### src/rtl/record_song_if.sv
// Audio-in FIFO pop interface and sample-RAM write port seen by the recorder.
interface record_song_if #(
    parameter int unsigned ADDR_W = 16
) ();
    logic              audio_in_available;
    logic [31:0]       left_channel_audio_in;
    logic [31:0]       right_channel_audio_in;
    logic              read_audio_in;
    logic [ADDR_W-1:0] mem_address;
    logic [31:0]       mem_data;
    logic              mem_wren;

    modport slave (
        input  audio_in_available, left_channel_audio_in, right_channel_audio_in,
        output read_audio_in, mem_address, mem_data, mem_wren
    );

    modport master (
        output audio_in_available, left_channel_audio_in, right_channel_audio_in,
        input  read_audio_in, mem_address, mem_data, mem_wren
    );
endinterface

### src/rtl/record_song.sv
// Records mixed audio-in samples into a sample RAM with level-triggered start,
// pause, early stop and peak-magnitude tracking.
module record_song #(
    parameter int unsigned ADDR_W    = 16,
    parameter logic [31:0] THRESHOLD = 32'h0010_0000,
    parameter bit          MONO_MIX  = 1'b1
) (
    input  logic              i_clk,
    input  logic              i_reset,
    input  logic              i_start,
    input  logic              i_stop,
    input  logic              i_pause,
    record_song_if.slave      io_bus,
    output logic              o_recording,
    output logic              o_done,
    output logic [ADDR_W:0]   o_sample_count,
    output logic [31:0]       o_peak
);
    typedef enum logic [1:0] {StIdle, StArmed, StCapture, StDone} state_e;

    state_e              r_state, w_state_next;
    logic [ADDR_W-1:0]   r_ptr;
    logic [ADDR_W-1:0]   r_mem_address;
    logic [31:0]         r_mem_data;
    logic                r_mem_wren;
    logic [ADDR_W:0]     r_count;
    logic [31:0]         r_peak;

    logic                w_consume;
    logic signed [32:0]  w_sum;
    logic [31:0]         w_mix;
    logic [31:0]         w_mag;
    logic                w_write;
    logic                w_clear;
    logic                w_full;

    assign w_consume            = io_bus.audio_in_available & ~i_pause & ~i_reset;
    assign io_bus.read_audio_in = w_consume;

    assign w_sum = {io_bus.left_channel_audio_in[31], io_bus.left_channel_audio_in}
                 + {io_bus.right_channel_audio_in[31], io_bus.right_channel_audio_in};
    assign w_mix = MONO_MIX ? 32'(w_sum >>> 1) : io_bus.left_channel_audio_in;

    // Most negative value has no positive twin; clamp its magnitude.
    always_comb begin
        w_mag = w_mix;
        if (w_mix == 32'h8000_0000) begin
            w_mag = 32'h7FFF_FFFF;
        end else if (w_mix[31]) begin
            w_mag = -w_mix;
        end
    end

    assign w_full = (r_ptr == {ADDR_W{1'b1}});

    always_comb begin
        w_state_next = r_state;
        w_write      = 1'b0;
        w_clear      = 1'b0;
        unique case (r_state)
            StIdle, StDone: begin
                if (i_start) begin
                    w_state_next = StArmed;
                    w_clear      = 1'b1;
                end
            end
            StArmed: begin
                if (i_start) begin
                    w_clear = 1'b1;
                end else if (i_stop) begin
                    w_state_next = StDone;
                end else if (w_consume && (w_mag >= THRESHOLD)) begin
                    w_write      = 1'b1;
                    w_state_next = w_full ? StDone : StCapture;
                end
            end
            StCapture: begin
                if (i_start) begin
                    w_state_next = StArmed;
                    w_clear      = 1'b1;
                end else if (i_stop) begin
                    w_state_next = StDone;
                end else if (w_consume) begin
                    w_write = 1'b1;
                    if (w_full) begin
                        w_state_next = StDone;
                    end
                end
            end
            default: w_state_next = StIdle;
        endcase
    end

    always_ff @(posedge i_clk) begin
        if (i_reset) begin
            r_state       <= StIdle;
            r_ptr         <= '0;
            r_mem_address <= '0;
            r_mem_data    <= '0;
            r_mem_wren    <= 1'b0;
            r_count       <= '0;
            r_peak        <= '0;
        end else begin
            r_state    <= w_state_next;
            r_mem_wren <= w_write;
            if (w_clear) begin
                r_ptr   <= '0;
                r_count <= '0;
                r_peak  <= '0;
            end else if (w_write) begin
                r_mem_address <= r_ptr;
                r_mem_data    <= w_mix;
                r_ptr         <= r_ptr + 1'b1;
                r_count       <= r_count + 1'b1;
                if (w_mag > r_peak) begin
                    r_peak <= w_mag;
                end
            end
        end
    end

    assign io_bus.mem_address = r_mem_address;
    assign io_bus.mem_data    = r_mem_data;
    assign io_bus.mem_wren    = r_mem_wren;
    assign o_recording        = (r_state == StArmed) || (r_state == StCapture);
    assign o_done             = (r_state == StDone);
    assign o_sample_count     = r_count;
    assign o_peak             = r_peak;
endmodule
### src/flat_wrapper.sv
// flat-port wrapper written by rule: the top's interface ports become plain ports
module record_song_flat 
#(
    parameter int unsigned ADDR_W    = 16,
    parameter logic [31:0] THRESHOLD = 32'h0010_0000,
    parameter bit          MONO_MIX  = 1'b1
)
  (i_clk, i_reset, i_start, i_stop, i_pause, o_recording, o_done, o_sample_count, o_peak, io_bus_audio_in_available, io_bus_left_channel_audio_in, io_bus_right_channel_audio_in, io_bus_read_audio_in, io_bus_mem_address, io_bus_mem_data, io_bus_mem_wren);
  record_song_if #(.ADDR_W(ADDR_W)) io_bus_i ();
  input  logic i_clk;
  input  logic i_reset;
  input  logic i_start;
  input  logic i_stop;
  input  logic i_pause;
  output logic o_recording;
  output logic o_done;
  output logic [ADDR_W:0] o_sample_count;
  output logic [31:0] o_peak;
  input wire logic [$bits(io_bus_i.audio_in_available)-1:0] io_bus_audio_in_available;
  input wire logic [$bits(io_bus_i.left_channel_audio_in)-1:0] io_bus_left_channel_audio_in;
  input wire logic [$bits(io_bus_i.right_channel_audio_in)-1:0] io_bus_right_channel_audio_in;
  output wire logic [$bits(io_bus_i.read_audio_in)-1:0] io_bus_read_audio_in;
  output wire logic [$bits(io_bus_i.mem_address)-1:0] io_bus_mem_address;
  output wire logic [$bits(io_bus_i.mem_data)-1:0] io_bus_mem_data;
  output wire logic [$bits(io_bus_i.mem_wren)-1:0] io_bus_mem_wren;
  assign io_bus_i.audio_in_available = io_bus_audio_in_available;
  assign io_bus_i.left_channel_audio_in = io_bus_left_channel_audio_in;
  assign io_bus_i.right_channel_audio_in = io_bus_right_channel_audio_in;
  assign io_bus_read_audio_in = io_bus_i.read_audio_in;
  assign io_bus_mem_address = io_bus_i.mem_address;
  assign io_bus_mem_data = io_bus_i.mem_data;
  assign io_bus_mem_wren = io_bus_i.mem_wren;
  record_song #(.ADDR_W(ADDR_W), .THRESHOLD(THRESHOLD), .MONO_MIX(MONO_MIX)) u_core (.i_clk(i_clk), .i_reset(i_reset), .i_start(i_start), .i_stop(i_stop), .i_pause(i_pause), .io_bus(io_bus_i), .o_recording(o_recording), .o_done(o_done), .o_sample_count(o_sample_count), .o_peak(o_peak));
endmodule
### config.mk
export PLATFORM = sky130hd
export DESIGN_NAME = record_song_flat
export DESIGN_NICKNAME = d
export VERILOG_FILES = /design/src/rtl/record_song_if.sv /design/src/rtl/record_song.sv /design/src/flat_wrapper.sv
export SDC_FILE = /design/constraint.sdc
export NUM_CORES = 1
export LEC_CHECK = 0
export BUFFER_PORTS_ARGS = -buffer_cell sky130_fd_sc_hd__buf_2
export CAP_MARGIN = 20
export CELL_PAD_IN_SITES_DETAIL_PLACEMENT = 1
export CELL_PAD_IN_SITES_GLOBAL_PLACEMENT = 1
export CORE_MARGIN = 2
export CORE_UTILIZATION = 38
export CTS_CLUSTER_DIAMETER = 60
export DETAILED_ROUTE_END_ITERATION = 7
export GPL_ROUTABILITY_DRIVEN = 0
export PLACE_DENSITY = 0.85
export SYNTH_ARGS = -nofsm -noshare
export SYNTH_HDL_FRONTEND = slang
export SYNTH_SLANG_ARGS = --single-unit
### constraint.sdc
create_clock -name i_clk -period 6.8 [get_ports i_clk]
set_clock_uncertainty 0.15 [all_clocks]
set_input_delay 1.36 -clock i_clk [delete_from_list [all_inputs] [get_ports i_clk]]
set_output_delay 1.36 -clock i_clk [all_outputs]
set_load 0.02 [all_outputs]
==> impl_metrics.py <==
metrics = {
    "logic_synthesis": {
        "ys_async_sr_fraction_pct": 0,
        "synth-seq-cells": 116,
        "synth_cells": 1131,
        "mappedNetlistArea_sq_um": 8940,
        "synth.top_cell.area_share_pct": 25.98,
        "synth_area_leaders": "dfxtp_1 (26%), ha_1 (9.7%), mux2i_1 (6.8%), nor2_1 (5.2%), a21oi_1 (4.4%)",
        "ys_seq_area_share_pct": 25.98,
        "ys_warn_count": 0,
        "synth.net_count": 1271,
        "postSynthAreaPerCell_sq_um": 7.904,
        "synth_flop_cell": "dfxtp_1",
        "synth_cell_type_count": 81,
        "synth_top_area_cell": "dfxtp_1",
        "synth-edff-count": 0,
    },
    "cells_and_area": {
        "syn_to_final_growth_pct": 37.86,
        "nets": 1565,
        "final_util_pct": 52.98,
        "design_area_sq_um": 12320,
        "final_cell_mix": "buf_2 (170), buf_4 (159), nor2_1 (120)",
        "final_common_cell": "buf_2",
        "seq_area_sq_um": 2322,
        "n_fill_cell": 2870,
        "multi_input_area_sq_um": 6544,
        "drive_gt1_share_pct": 33.59,
        "layout.cells.non_filler": 1758,
    },
    "critical_path": {
        "reg2reg_from": "u_core.o_peak[17]",
        "r2r_slack_ps": 3410,
        "critPathMaxFanout": 7,
        "crit_start": "io_bus_right_channel_audio_in[1]",
        "worstRegToRegCells": 18,
        "r2r_end": "u_core.o_peak[17]",
        "arrival_ps": 7120,
        "crit_required_ps": 6990,
        "critPathCaptureType": "flop",
        "worstSetupPathType": "in -> reg",
        "crit_slowest_cell": "fa_2",
        "endpoint": "u_core.o_peak[17]",
        "crit_path_max_incr_delay_ps": 400,
        "start_kind": "primary input",
    },
    "clocking": {
        "insertion_delay_ps": 430,
        "root_buffer": "clkbuf_16",
        "numCtsBuffers": 17,
        "cts.clk_slew.worst_paths_ps": 60,
        "ctsLongestPathBuffers": 2,
        "tritoncts": "built",
        "cts_sinks": 116,
        "htree_levels": 4,
        "hold_buffers": 0,
    },
    "detailed_routing": {
        "wl_met2_um": 19810,
        "met1_length_um": 14960,
        "routed_via_density": 6.042,
        "routedWlPerCell_um": 22.46,
        "routed-via-count": 10622,
        "maxUsedRoutingLayer": "met4",
        "routed_wl_um": 39490,
        "drcViolationCount": 0,
        "drt-pass1-iter-count": 6,
        "antenna_left": 0,
        "drt_iter0_drc": 678,
        "wl_met3_um": 2386,
    },
    "min_path": {
        "hold_depth": 2,
        "hp-class": "reg -> reg",
    },
    "grt": {
        "antenna_found_initial": 0,
        "grt_pass1_wl_um": 53670,
        "overflow": 0,
        "grt_pass1_vias": 10461,
        "track_usage_pct": 27.02,
        "grt_max_degree": 70,
    },
    "sta": {
        "rsz0062_at_grt": "true",
        "worstMarginPinSlew_ps": 729.1,
        "setup_viol": 28,
        "hold_violations": 0,
        "setup_slack_ps": -129.7,
        "max_freq_mhz": 144.3,
        "max_slew_margin_pct": 51.40,
        "holdWs_ps": 333.3,
        "finalMaxSlewViolations": 0,
        "post-route-period-util_pct": 101.9,
        "fin_setup_tns_ps": -1779,
        "period_minus_slack_ps": 6930,
    },
    "pwr": {
        "p_leak_nw": 5.595,
        "ir_drop_v": 0.0001691,
        "power_density_nw_per_um2": 220.1,
        "finalPower_mw": 2.712,
    },
    "floorplanning": {
        "initial_utilization_pct": 38.43,
        "die_h_um": 157.4,
        "die_x_um": 157.4,
        "core_area_sq_um": 23260,
        "design.die.area_sq_um": 24770,
        "row_count": 56,
        "top_level_ports": 171,
    },
    "placed_design": {
        "hpwl_um": 25420,
        "pre_cts_slack_ps": -498.4,
        "placed_cells": 1704,
        "placed_cell_area_sq_um": 11130,
        "port_buffers": 170,
    },
    "run_status": {
        "status": "finished, violations left",
        "violations": "negative setup slack",
    },
    "flow_run": {
        "cap_violations": 0,
    },
}
[registers in the layout (all words and copies together) (netlist names)]
signal                     cells
u_core.io_bus.mem_address     16
u_core.io_bus.mem_data        32
u_core.io_bus.mem_wren         1
u_core.o_peak                 32
u_core.o_sample_count         17
u_core.r_ptr                  16
u_core.r_state                 2
[worst min path at each step]
stage,start,end
after floorplan,u_core.r_ptr[11],u_core.r_ptr[11]
final,u_core.io_bus.mem_data[1],u_core.io_bus.mem_data[1]
after global routing,u_core.io_bus.mem_data[1],u_core.io_bus.mem_data[1]
after global placement,u_core.io_bus.mem_data[1],u_core.io_bus.mem_data[1]
after detailed placement,u_core.o_peak[28],u_core.o_peak[28]
after CTS,u_core.io_bus.mem_data[1],u_core.io_bus.mem_data[1]
[cells in the mapped netlist, types with 5 or more instances]
cell         n
nor2_1     123
dfxtp_1    116
nand2_1     92
a21oi_1     79
ha_1        69
mux2i_1     61
inv_1       57
o21ai_0     51
clkbuf_1    37
o31ai_1     33
nand3_1     30
a21o_1      25
xor2_1      25
nand4_1     23
a211oi_1    21
nor3_1      20
or4_1       20
buf_2       19
xnor2_1     18
o21a_1      16
and3_1      15
o211ai_1    15
and2_1      10
or3_1       10
or2_2        8
a31oi_1      7
and4_1       7
buf_6        7
nand2b_1     7
o21ai_1      7
o2111ai_1    6
o41ai_1      6
a21boi_0     5
nor4_1       5
[routing by layer]
layer	vias to the layer above	global-route usage [%]
met5	-	0
met4	0	11.43
met3	198	4.626
met2	526	48.95
met1	5163	31.21
li1	4735	-
[kinds of logic after synthesis]
kind of cell,Yosys count,share of synthesized area (%)
compound gates,320,24.26
xor+xnor,43,4.213
fa+ha+maj,70,9.881
buf+inv,122,6.060
flops,116,25.98
mux,62,6.956
simple gates,398,22.66
[power by group]
part           internal (mW)  switching, mW  leakage (nW)
clock network          0.520          0.390         0.284
registers              0.683        0.00332         0.934
logic                  0.465          0.651          4.38
total                   1.67           1.04          5.59
[critical path, delay by kind of cell]
family                   cells  cell delay [ps]
AND/OR/NAND/NOR              6              750
adder cells (fa/ha/maj)      2              610
XOR/XNOR                     2              370
AO/OA/AOI/OAI               16             2870
buffers and inverters        8             1120
[layout make-up]
class,instances,share of cell area (%)
flip-flops and latches,116,18.84
inverters,57,1.736
well taps,319,3.239
repair buffers,340,18.31
multi-input cells,893,53.10
diodes,1,0.02030
clock buffers,17,3.452
clock inverters,15,1.299
[timing repair]
action / in CTS / in global routing
hold endpoints to repair: 0 / 0
pin swaps: 1 / 38
setup buffers: 1 / 18
resized for setup: 6 / 76
endpoints found under the setup margin: 31 / 32
cloned: 0 / 2
Power figures use the tool's default switching activity.
